`config.mk`:
```
export PLATFORM = sky130hd
export DESIGN_NAME = rv_fwd_bypass
export DESIGN_NICKNAME = d
export VERILOG_FILES = /design/src/rtl/rv_fwd_bypass_pkg.sv /design/src/rtl/rv_fwd_mux.sv /design/src/rtl/rv_fwd_bypass.sv
export SDC_FILE = /design/constraint.sdc
export NUM_CORES = 1
export LEC_CHECK = 0
export BUFFER_PORTS_ARGS = -buffer_cell sky130_fd_sc_hd__buf_2
export CELL_PAD_IN_SITES_DETAIL_PLACEMENT = 0
export CELL_PAD_IN_SITES_GLOBAL_PLACEMENT = 1
export CORE_MARGIN = 2
export CORE_UTILIZATION = 41
export CTS_CLUSTER_SIZE = 10
export DETAILED_ROUTE_END_ITERATION = 8
export GPL_TIMING_DRIVEN = 1
export MAX_ROUTING_LAYER = met4
export PLACE_DENSITY = 0.88
export SYNTH_ARGS = -nofsm -noshare
export SYNTH_HDL_FRONTEND = slang
export SYNTH_SLANG_ARGS = --single-unit
```
`constraint.sdc`:
```
create_clock -name i_clk -period 4.8 [get_ports i_clk]
set_input_delay 0.48 -clock i_clk [delete_from_list [all_inputs] [get_ports i_clk]]
set_output_delay 0.48 -clock i_clk [all_outputs]
set_load 0.005 [all_outputs]
```
`src/rtl/rv_fwd_bypass_pkg.sv`:
```
// Shared types for the operand bypass unit: forwarding-source encoding and
// counter limits, also consumed by the debug trace.
package rv_fwd_bypass_pkg;

    localparam int FWD_SRC_W    = 3;
    localparam int MAX_WB_DEPTH = 4;
    localparam int STALL_CNT_W  = 32;

    localparam logic [STALL_CNT_W-1:0] STALL_CNT_MAX = '1;

    typedef enum logic [FWD_SRC_W-1:0] {
        SRC_REGFILE = 3'd0,
        SRC_ALU2    = 3'd1,
        SRC_WRITE   = 3'd2,
        SRC_HIST0   = 3'd3,
        SRC_HIST1   = 3'd4,
        SRC_HIST2   = 3'd5,
        SRC_HIST3   = 3'd6
    } fwd_src_t;

    // History slot k reports as HIST_k, which sits at SRC_HIST0 + k.
    function automatic fwd_src_t hist_src(input int slot);
        return fwd_src_t'(FWD_SRC_W'(int'(SRC_HIST0) + slot));
    endfunction

endpackage

```
`src/rtl/rv_fwd_mux.sv`:
```
// Single-operand bypass select: picks the youngest in-flight value for one
// source register and raises that operand's interlock term.
module rv_fwd_mux
    import rv_fwd_bypass_pkg::*;
#(
    parameter int XLEN          = 32,
    parameter int RA_W          = 5,
    parameter int WB_DEPTH      = 2,
    parameter int ALU2_ISOLATED = 0
) (
    input  logic [RA_W-1:0]                rs,
    input  logic                           rs_used,
    input  logic [XLEN-1:0]                reg_data,
    input  logic [RA_W-1:0]                alu2_rd,
    input  logic                           alu2_reg_write,
    input  logic                           alu2_data_valid,
    input  logic [XLEN-1:0]                alu2_data,
    input  logic [RA_W-1:0]                write_rd,
    input  logic                           write_reg_write,
    input  logic [XLEN-1:0]                wr_data,
    input  logic [WB_DEPTH-1:0]            hist_valid,
    input  logic [WB_DEPTH-1:0][RA_W-1:0]  hist_rd,
    input  logic [WB_DEPTH-1:0][XLEN-1:0]  hist_data,
    output logic [XLEN-1:0]                data,
    output fwd_src_t                       fwd_src,
    output logic                           stall
);

    localparam bit ISOLATED = (ALU2_ISOLATED != 0);

    logic                rs_nonzero;
    logic                alu2_match;
    logic                write_match;
    logic [WB_DEPTH-1:0] hist_match;

    assign rs_nonzero  = (rs != '0);
    assign alu2_match  = alu2_reg_write  && (alu2_rd  == rs) && rs_nonzero;
    assign write_match = write_reg_write && (write_rd == rs) && rs_nonzero;

    always_comb begin
        hist_match = '0;
        for (int i = 0; i < WB_DEPTH; i++) begin
            hist_match[i] = hist_valid[i] && (hist_rd[i] == rs) && rs_nonzero;
        end
    end

    // Lowest priority is applied first so each younger source overrides it.
    always_comb begin
        // NOTE: every output gets a default before any condition, so no path
        // leaves it unassigned and no latch is inferred.
        data    = reg_data;
        fwd_src = SRC_REGFILE;
        for (int i = WB_DEPTH - 1; i >= 0; i--) begin
            if (hist_match[i]) begin
                data    = hist_data[i];
                fwd_src = hist_src(i);
            end
        end
        if (write_match) begin
            data    = wr_data;
            fwd_src = SRC_WRITE;
        end
        if (alu2_match && !ISOLATED) begin
            data    = alu2_data;
            fwd_src = SRC_ALU2;
        end
    end

    // With ALU2 isolated any ALU2 hit must wait for the value to move on.
    assign stall = rs_used && alu2_match && (ISOLATED || !alu2_data_valid);

endmodule

```
`src/rtl/rv_fwd_bypass.sv`:
```
// Operand bypass and load-use interlock: write-back history, one select per
// source operand, and a saturating stall-cycle counter.
module rv_fwd_bypass
    import rv_fwd_bypass_pkg::*;
#(
    parameter int XLEN          = 32,
    parameter int RA_W          = 5,
    parameter int NUM_RS        = 2,
    parameter int WB_DEPTH      = 2,
    parameter int ALU2_ISOLATED = 0
) (
    input  logic                        i_clk,
    input  logic                        i_reset_n,
    input  logic                        i_hold,
    input  logic [NUM_RS*RA_W-1:0]      i_rs,
    input  logic [NUM_RS-1:0]           i_rs_used,
    input  logic [NUM_RS*XLEN-1:0]      i_reg_data,
    input  logic [RA_W-1:0]             i_alu2_rd,
    input  logic                        i_alu2_reg_write,
    input  logic                        i_alu2_data_valid,
    input  logic [XLEN-1:0]             i_alu2_data,
    input  logic [RA_W-1:0]             i_write_rd,
    input  logic                        i_write_reg_write,
    input  logic [XLEN-1:0]             i_wr_data,
    input  logic                        i_stall_cnt_clr,
    output logic [NUM_RS*XLEN-1:0]      o_data,
    output logic [NUM_RS*FWD_SRC_W-1:0] o_fwd_src,
    output logic                        o_stall,
    output logic [STALL_CNT_W-1:0]      o_stall_cycles
);

    logic [WB_DEPTH-1:0]           hist_valid_q, hist_valid_d;
    logic [WB_DEPTH-1:0][RA_W-1:0] hist_rd_q,    hist_rd_d;
    logic [WB_DEPTH-1:0][XLEN-1:0] hist_data_q,  hist_data_d;
    logic [STALL_CNT_W-1:0]        stall_cnt_q,  stall_cnt_d;
    logic [NUM_RS-1:0]             stall_vec;

    // Slot 0 is the newest committed write; a hold freezes the whole chain.
    always_comb begin
        hist_valid_d = hist_valid_q;
        hist_rd_d    = hist_rd_q;
        hist_data_d  = hist_data_q;
        if (!i_hold) begin
            hist_valid_d[0] = i_write_reg_write;
            hist_rd_d[0]    = i_write_rd;
            hist_data_d[0]  = i_wr_data;
            for (int i = 1; i < WB_DEPTH; i++) begin
                hist_valid_d[i] = hist_valid_q[i-1];
                hist_rd_d[i]    = hist_rd_q[i-1];
                hist_data_d[i]  = hist_data_q[i-1];
            end
        end
    end

    always_comb begin
        stall_cnt_d = stall_cnt_q;
        if (i_stall_cnt_clr) begin
            stall_cnt_d = '0;
        end else if (o_stall && (stall_cnt_q != STALL_CNT_MAX)) begin
            stall_cnt_d = stall_cnt_q + 1'b1;
        end
    end

    always_ff @(posedge i_clk or negedge i_reset_n) begin
        if (!i_reset_n) begin
            // NOTE: the history is a register array that is reset in full, not
            // just its valid bits, so nothing stale can forward after release.
            hist_valid_q <= '0;
            hist_rd_q    <= '0;
            hist_data_q  <= '0;
            stall_cnt_q  <= '0;
        end else begin
            // NOTE: non-blocking assignments keep the slot-to-slot shift
            // order-independent: every slot samples the pre-edge values.
            hist_valid_q <= hist_valid_d;
            hist_rd_q    <= hist_rd_d;
            hist_data_q  <= hist_data_d;
            stall_cnt_q  <= stall_cnt_d;
        end
    end

    for (genvar k = 0; k < NUM_RS; k++) begin : g_op
        fwd_src_t fwd_src_k;

        rv_fwd_mux #(
            .XLEN          (XLEN),
            .RA_W          (RA_W),
            .WB_DEPTH      (WB_DEPTH),
            .ALU2_ISOLATED (ALU2_ISOLATED)
        ) u_mux (
            .rs              (i_rs[k*RA_W +: RA_W]),
            .rs_used         (i_rs_used[k]),
            .reg_data        (i_reg_data[k*XLEN +: XLEN]),
            .alu2_rd         (i_alu2_rd),
            .alu2_reg_write  (i_alu2_reg_write),
            .alu2_data_valid (i_alu2_data_valid),
            .alu2_data       (i_alu2_data),
            .write_rd        (i_write_rd),
            .write_reg_write (i_write_reg_write),
            .wr_data         (i_wr_data),
            .hist_valid      (hist_valid_q),
            .hist_rd         (hist_rd_q),
            .hist_data       (hist_data_q),
            .data            (o_data[k*XLEN +: XLEN]),
            .fwd_src         (fwd_src_k),
            .stall           (stall_vec[k])
        );

        assign o_fwd_src[k*FWD_SRC_W +: FWD_SRC_W] = fwd_src_k;
    end

    assign o_stall        = |stall_vec;
    assign o_stall_cycles = stall_cnt_q;

endmodule
```
[Yosys cells after proc, flatten, opt, wreduce, memory -nomap -nowiden]
Cells that the tools add are included.
Operators by class
  add/sub/neg operators: 1
  equal/unequal tests: 9
  muxes and demuxes: 18
  reductions and logical operators: 26
Operator list (count)
  $mux W32: 10
  $eq A5 B5 Y1: 8
  $add A32 B1 Y32 const B: 1
  $ne A32 B32 Y1 const B: 1
  $mux W3: 8
  $logic_and A1 B1 Y1: 21
  $reduce_bool A5 Y1: 2
  $reduce_bool A2 Y1: 1
  $reduce_or A2 Y1: 1
  $logic_not A1 Y1: 1
Word-level totals
  bits in registers: 108
  input port bits: 157
  output and inout bits: 103
  logic and storage cells: 60

[Longest topological paths before layout]
Gate-level depths: netlist of run 1.
  depth after elaboration: 9
  depth in mapped cells: 9

[Hierarchy]
A second synthesis of run 1 with hierarchy kept.
Second synthesis, totals
  cell total of the unflattened synthesis: 978
  area, all modules: 8398.1 um2
By module, submodules not included
  rv_fwd_bypass: instances 1, cells an instance 358, area each 4724.5 um2, seq. area each 2702.6 um2
  rv_fwd_mux: instances 2, cells an instance 310, area each 1836.8 um2, seq. area each 0.0 um2

[Worst setup path after synthesis of run 1]
Ideal clock, no wire load.
  path type: input to output
  start point: input port i_rs[6]
  end point: output port o_data[42]
  data arrival time: 2209 ps
  setup slack: 2111 ps
  cell stages on the path: 9
  buffers on the path: 3
  cells stage by stage: buf_2 or4_4 o211ai_2 nor2_1 and2_1 buf_6 buf_6 a221o_1 o22a_1
On the way
  longest elaborated chain between the ends: 7
  elaborated cells on any way between the ends: 17
  classes of those cells: 4 x eq/ne; 4 x mux; 9 x reduce/logical
RTL lines
  start, declared: RTL line rv_fwd_bypass.sv:15  | input logic [NUM_RS*RA_W-1:0] i_rs,
  $eq A5 B5 Y1: RTL line rv_fwd_mux.sv:43  | hist_match[i] = hist_valid[i] && (hist_rd[i] == rs) && rs_nonzero;
  $logic_and A1 B1 Y1 (2 in series): RTL line rv_fwd_mux.sv:43
  $mux W32 (2 in series): RTL line rv_fwd_mux.sv:54  | if (hist_match[i]) begin
  $mux W32: RTL line rv_fwd_mux.sv:59  | if (write_match) begin
  $mux W32 *: RTL line rv_fwd_mux.sv:63  | if (alu2_match && !ISOLATED) begin
  end, declared: RTL line rv_fwd_bypass.sv:26  | output logic [NUM_RS*XLEN-1:0] o_data,
Mark *: on every way between the ends. The rest lies on a longest branch, timed or not.

[Worst setup path after layout of run 1]
  start point: input port i_rs[9]
  end point: output port o_data[62]
Same word-level chain as after synthesis.

==> metrics.md, run 1 <==
| Metric | Value |
|---|---|
| Xor and xnor area share after synthesis | `under 10%` |
| Die Y | `141 µm` |
| Setup violations, final | `0` |
| Fmax | `282 MHz` |
| Synth Area in Simple Gates | `between 10% and 20%` |
| Placed cell area | `approximately 9000 µm²` |
| Crit path from | `i_rs[9]` |
| Mapped Nets | `960` |
| Iteration-0 DRC Markers | `420` |
| Max-cap violations | `0` |
| Later-pin clock latency in the skew report | `350 ps` |
| Initial antenna violation count | `1` |
| Row cnt | `49` |
| Met1 usage | `32.9%` |
| Worst-path clk slew | `80 ps` |
| P&R area growth vs syn | `21.8%` |
| CTS Sinks | `108` |
| Least-Margin Pin Slew | `approximately 1000 ps` |
| Clock skew | `3.94 ps` |
| DRC Markers | `0` |
| Met2 usage | `42.0%` |
| Share of layout cells above drive strength 1 | `38.6%` |
| Setup TNS | `0 ps` |
| Hold Vio Cnt, Final | `0` |
| Yosys reg bits | `108` |
| Syn avg cell area | `9.55 µm²` |
| Hold buffers post-CTS | `0` |
| Synth unique cells | `50` |
| Post-DP HPWL | `between 15 and 20 mm` |
| WL/cell | `20.1 µm` |
| Ys flop type | `dfrtp_1` |
| Pwr/cell area | `259 nW/µm²` |
| FILL cells | `~1700` |
| Register area | `2700 µm²` |
| Adder-Cell Fraction of Synth Area | `0.163%` |
| Relative max-transition margin | `31.9%` |
| Routed wire length | `~25 mm` |
| Layout Cells excl Fill | `1252` |
| Startpoint types | `input port` |
| Setup Buffers After CTS | `0` |
| Ys async rst share | `100%` |
| Number of enable flip-flop cells after synthesis | `0` |
| Kind of end point of the critical path | `output pin` |
| Design area | `9330 µm²` |
| Max stage delay on crit path | `590 ps` |
| Grt peak-use layer | `met2` |
| Pin count of the biggest net entering global routing | `77` |
| Leak | `4.19 nW` |
| Area of the multi-input gates | `4580 µm²` |
| GP Congestion | `0.877` |
| Min cycle time layout | `3550 ps` |
| Inst Count DP | `1232` |
| Crit-path cells | `buf_2 -> xnor2_1 -> nand4_1 -> nor4_4 -> buf_4 -> or2_1 -> buf_4 -> a21oi_1 -> o22a_1 -> buf_2` |
| Max clock buf depth | `2` |
| RSZ-0062 raised after global routing | `no` |
| Mapped cell area | `7660 µm²` |
| Final Slew Violations | `0` |
| Largest family of logic cells by synthesized area | `compound AO/OA/AOI/OAI gates` |
| Vias in the first global route | `7191` |
| DIE WIDTH | `141 µm` |
| M3 GR Usage | `3.84%` |
| Post-layout net count | `1172` |
| Area of the die | `19800 µm²` |
| Hold Path Class | `input port to async pin` |
| Worst path slowest cell | `or2_1` |
| IO Count | `260` |
| Crit path kind | `input port to output pin` |
| Total global-route track usage | `25.6%` |
| Post-CTS resize count | `0` |
| Status | `finished clean` |
| Antenna Violating Nets Remaining | `0` |
| Root Buffer | `clkbuf_16` |
| FF-to-FF Start | `o_stall_cycles[0]` |
| Final period util | `73.9%` |
| Num CTS Buffers | `9` |
| Vias | `7309` |
| Multiplexer share of the synthesized area | `between 10% and 20%` |
| Gate Count Post-Synth | `802` |
| Critical-path maximum fanout | `34` |
| CP arrival | `between 3000 and 4000 ps` |
| IO buf count | `259` |
| Seq/Total Area, Yosys | `35.3%` |
| Req. time, crit path | `4320 ps` |
| GR Overflow Total | `0` |
| VDD IR max | `150 µV` |
| First-pass GRT wire length | `39.2 mm` |
| Compound-gate portion of the synthesized area | `21.5%` |
| Syn. warnings | `0` |
| Core area | `18100 µm²` |
| TritonRoute pass-1 iters | `5` |
| CTS H-tree depth | `3` |
| Initial core utilization | `~42%` |
| CTS tree | `built` |
| Vias/cell | `slightly below 6` |
-- metal layers --
metal,vias to the layer above,part of all wire [%]
met5,-,0
met4,0,2.0
met3,32,6.6
met2,289,48
met1,3562,44
li1,3426,-
-- cells in the final DEF (no fill, tap or decap), types with 8 or more instances in the layout --
cell type and n:
buf_2 257, dfrtp_1 108, nand2_1 83, mux2_2 77, nor2_1 74, a21oi_1 45
a221o_1 45, o22a_1 45, xnor2_1 34, mux2i_1 33, a21o_1 19, a221oi_1 19
xor2_1 17, buf_4 17, nand3_1 15, o21ai_0 13, nand4_1 9, or3_1 9
clkbuf_16 9, or4_1 8
-- state kept, by name, indices dropped and copies added (netlist names) --
| register | flops |
|---|---|
| hist_rd_q | 10 |
| hist_valid_q | 2 |
| o_stall_cycles | 32 |
| hist_data_q | 64 |
-- stage by stage --
| step | setup WS [ps] | hold WS [ps] | utilization [%] | power (mW) |
|---|---|---|---|---|
| 2_1_floorplan | 2110 | 184 | - | 1.38 |
| 3_3_place_gp | 1320 | 516 | 49.5 | 1.61 |
| 3_5_place_dp | 1250 | 525 | 49.5 | 1.62 |
| 4_1_cts | 1260 | 301 | 51.3 | 2.44 |
| 5_1_grt | 1090 | 335 | 51.3 | 2.54 |
| 6_report | 1250 | 258 | 51.4 | 2.41 |
-- kinds of logic after synthesis --
| family | after synthesis |
|---|---|
| AND/OR/NAND/NOR | 247 |
| AO/OA/AOI/OAI | 209 |
| multiplexers | 111 |
| flip-flops | 108 |
| buffers and inverters | 75 |
| XOR/XNOR | 51 |
| adder cells (fa/ha/maj) | 1 |
-- power by group --
group	internal (mW)	switching, mW	leakage (nW)
combinational	0.277	0.261	2.70
sequential	0.990	0.0771	1.34
clock	0.461	0.348	0.156
total	1.73	0.686	4.19
-- worst paths after layout --
path | end | slack, ps | cells after the start
max reg2reg | o_stall_cycles[13] | 1780 | 8
max | o_data[62] | 1250 | 10
min in group i_clk | hist_data_q[24] | 390 | 2
max in group asynchronous | o_stall_cycles[31] | 3470 | 2
min | hist_data_q[36] | 260 | 1
min reg2reg | hist_data_q[38] | 540 | 1
-- worst max-delay path, delay by kind of cell --
kind,cells,cell delay (ps)
AO/OA/AOI/OAI,2,310
XOR/XNOR,1,140
buffers and inverters,4,1200
AND/OR/NAND/NOR,3,910
-- cell usage after synthesis, drive strengths merged (19+ instances only) --
cell type	instances	area, µm²
xnor2	34	298
nor2	77	299
mux2i	33	330
nand2	83	312
buf	42	274
a21oi	45	225
a21o	19	143
mux2	78	878
dfrtp	108	2700
a221oi	19	166
o22a	45	394
a221o	45	450
clkbuf	31	116
-- layout make-up --
| class | count | area share (%) |
|---|---|---|
| multi-input cells | 619 | 49.1 |
| flip-flops and latches | 108 | 29.0 |
| repair buffers | 274 | 15.2 |
| well taps | 229 | 3.07 |
| clock buffers | 9 | 2.42 |
| clock inverters | 7 | 1.06 |
| diodes | 4 | 0.107 |
| inverters | 2 | 0.0805 |
Power figures use the tool's default switching activity.
==> inputs of run 2 (changes only) <==
--- a/config.mk
+++ b/config.mk
@@ -5,16 +5,17 @@
 export SDC_FILE = /design/constraint.sdc
 export NUM_CORES = 1
 export LEC_CHECK = 0
+export ABC_AREA = 1
 export BUFFER_PORTS_ARGS = -buffer_cell sky130_fd_sc_hd__buf_2
 export CELL_PAD_IN_SITES_DETAIL_PLACEMENT = 0
 export CELL_PAD_IN_SITES_GLOBAL_PLACEMENT = 1
 export CORE_MARGIN = 2
-export CORE_UTILIZATION = 41
+export CORE_UTILIZATION = 32
 export CTS_CLUSTER_SIZE = 10
 export DETAILED_ROUTE_END_ITERATION = 8
 export GPL_TIMING_DRIVEN = 1
 export MAX_ROUTING_LAYER = met4
-export PLACE_DENSITY = 0.88
+export PLACE_DENSITY = 0.79
 export SYNTH_ARGS = -nofsm -noshare
 export SYNTH_HDL_FRONTEND = slang
 export SYNTH_SLANG_ARGS = --single-unit
==> constraint.sdc (replaced) <==
create_clock -name i_clk -period 3 [get_ports i_clk]
set_input_delay 0.3 -clock i_clk [delete_from_list [all_inputs] [get_ports i_clk]]
set_output_delay 0.3 -clock i_clk [all_outputs]
set_load 0.005 [all_outputs]
==> run 2 against run 1 <==
Against the previous run: via count rose by 51%; die area grew 55%; largest power group unchanged; synthesized area rose by 22%; critical path type is now register to output pin; worst hold slack lost 37 ps.
==> metrics.md, run 2 <==
| Metric | Value |
|---|---|
| Layout Cells excl Fill | `roughly 2200` |
| Row cnt | `62` |
| Mapped cell area | `9370 µm²` |
| WL/cell | `between 15 and 20 µm` |
| Ys async rst share | `100%` |
| Number of flip-flops in the largest register | `64` |
| CTS Sinks | `roughly 110` |
| CTS tree | `built` |
| Setup violations, final | `0` |
| Max clock buf depth | `2` |
| IO Count | `260` |
| Inst Count DP | `2223` |
| Most frequent cells in the layout | `nand2_1 (464), nor2_1 (306), buf_2 (257)` |
| Max-cap violations | `0` |
| Setup TNS | `0 ps` |
| Core area | `around 29000 µm²` |
| Clock skew | `around 11 ps` |
| Iteration-0 DRC Markers | `774` |
| Ys flop type | `dfrtp_1` |
| Req. time, crit path | `between 2000 and 3000 ps` |
| Final Slew Violations | `0` |
| Mapped Nets | `1801` |
| Final period util | `92.7%` |
| Initial core utilization | `32.5%` |
| Most flops, register | `hist_data_q` |
| Synth top area share | `28.9%` |
| Crit path kind | `register to output pin` |
| Worst path slowest cell | `nand2_2` |
| Kind of end point of the critical path | `output pin` |
| Routed wire length | `35.1 mm` |
| Number of enable flip-flop cells after synthesis | `0` |
| Antenna Violating Nets Remaining | `0` |
| CP arrival | `2480 ps` |
| Fmax | `around 360 MHz` |
| Initial antenna violation count | `1` |
| Relative max-transition margin | `between 30% and 40%` |
| Critical-path maximum fanout | `33` |
| Startpoint types | `register` |
| DRC Markers | `0` |
| GR Overflow Total | `0` |
| Max stage delay on crit path | `roughly 480 ps` |
| Later-pin clock latency in the skew report | `between 300 and 400 ps` |
| Pre-CTS setup slack | `449 ps` |
| DIE WIDTH | `175 µm` |
| VDD IR max | `259 µV` |
| Pwr/cell area | `361 nW/µm²` |
| Post-DP HPWL | `25.1 mm` |
| Delay-heaviest family, CP | `simple AND/OR/NAND/NOR gates` |
| Top post-synthesis cells by area | `dfrtp_1 (29%), nand2_1 (19%), nor2_1 (12%), nand3_1 (12%), inv_1 (8.3%)` |
| Setup Buffers After CTS | `0` |
| Hold Path Class | `input port to register` |
| Total global-route track usage | `23.7%` |
| Syn. warnings | `0` |
| Pin count of the biggest net entering global routing | `153` |
| Worst-path clk slew | `80 ps` |
| GP Congestion | `approximately 0.94` |
| Most used cell, CP | `nand2_1` |
| Hold buffers post-CTS | `1` |
| Synth top cells by count | `nand2_1 (465), nor2_1 (306), nand3_1 (227), inv_1 (208), dfrtp_1 (108)` |
| Leak | `6.66 nW` |
| Gate Count Post-Synth | `1643` |
| Share of layout cells above drive strength 1 | `18.2%` |
| Area of the die | `30700 µm²` |
| RSZ-0062 raised after global routing | `no` |
| IO buf count | `259` |
| TritonRoute pass-1 iters | `6` |
| P&R area growth vs syn | `20.5%` |
| Root Buffer | `clkbuf_16` |
| First-pass GRT wire length | `56.5 mm` |
| Min cycle time layout | `2780 ps` |
| Num CTS Buffers | `9` |
| Vias/cell | `4.92` |
| Vias | `between 10000 and 15000` |
| CTS H-tree depth | `3` |
| Buf/Inv on CP | `1` |
| Biggest area consumer among synthesized cells | `dfrtp_1` |
| Most common cell in the netlist | `nand2_1` |
| Post-layout net count | `2009` |
| Most common cell after layout, fill and taps aside | `nand2_1` |
| PnR worst setup slack | `220 ps` |
| Vias in the first global route | `10800` |
| Synth unique cells | `29` |
| Post-CTS resize count | `0` |
| Syn avg cell area | `5.70 µm²` |
| Hold Vio Cnt, Final | `0` |
| Die Y | `175 µm` |
| Least-Margin Pin Slew | `1040 ps` |
| Seq/Total Area, Yosys | `28.9%` |
| Status | `finished clean` |
| Crit-path cells | `xnor2_1 -> nand2_1 -> nor2_4 -> nand2_2 -> nand2_1 -> nand3_1 -> a21oi_1 -> buf_2` |
| Yosys reg bits | `108` |
-- run 2: area by class of cell --
type / instances / area, µm²
Clock inverter: 7 / 123
Fill cell: 3242 / 17500
Tap cell: 384 / 480
Clock buffer: 9 / 225
Antenna cell: 1 / 2.50
Timing Repair Buffer: 283 / 1550
Multi-Input combinational cell: 1228 / 5380
Inverter: 221 / 830
Sequential cell: 108 / 2700
-- run 2: stage by stage --
stage | util (%) | total power [mW] | cell area, µm² | hold WS (ps)
2_1_floorplan | - | 2.21 | 9370 | 4.41
3_3_place_gp | 38.0 | 2.67 | 10900 | 337
3_5_place_dp | 38.0 | 2.68 | 10900 | 343
4_1_cts | 39.2 | 4.13 | 11300 | 206
5_1_grt | 39.2 | 4.31 | 11300 | 219
6_report | 39.2 | 4.08 | 11300 | 221
-- run 2: worst register-to-register path: stages (launching register included) --
cell     delay, ps
dfrtp_1        480
ha_1           330
inv_2           90
nor2_4         220
nand3_1        110
nor2_1         150
nand3_2        110
nand3_2        500
nand3_1        160
nand2_1        100
-- run 2: power breakdown --
group,switching [mW],total (mW),leakage (nW),internal (mW)
clock network,0.603,1.43,0.168,0.825
registers,0.0532,1.61,1.33,1.56
logic,0.673,1.04,5.16,0.368
total,1.33,4.08,6.66,2.75
-- run 2: final timing paths --
check	from	end	slack (ps)	cells past startpoint
min in group asynchronous	i_reset_n	o_stall_cycles[6]	480	2
max in group asynchronous	i_reset_n	hist_data_q[46]	1790	3
hold / removal	i_wr_data[18]	hist_data_q[18]	220	3
hold reg to reg	hist_data_q[46]	hist_data_q[46]	480	2
setup / recovery	hist_rd_q[9]	o_data[11]	220	8
setup reg to reg	o_stall_cycles[0]	o_stall_cycles[19]	680	9
-- run 2: kinds of logic (layout without fill, tap and decap cells) --
| family | Yosys count | count (layout) | synth area share (%) |
|---|---|---|---|
| AOI/OAI and AO/OA | 148 | 148 | 7.99 |
| xor gates and xnor gates | 16 | 16 | 1.50 |
| adders and majority gates | 1 | 1 | 0.134 |
| buffers and inverters | 307 | 520 | 13.7 |
| DFF | 108 | 108 | 28.9 |
| other | 0 | 1 | 0 |
| and+or+nand+nor | 1063 | 1063 | 47.8 |
-- run 2: metal layers --
| metal | part of all wire, % | track usage [%] |
|---|---|---|
| met1 | 45 | 29.9 |
| met2 | 47 | 38.9 |
| met3 | 5.6 | 3.22 |
| met4 | 3.1 | 8.40 |
| met5 | 0 | - |
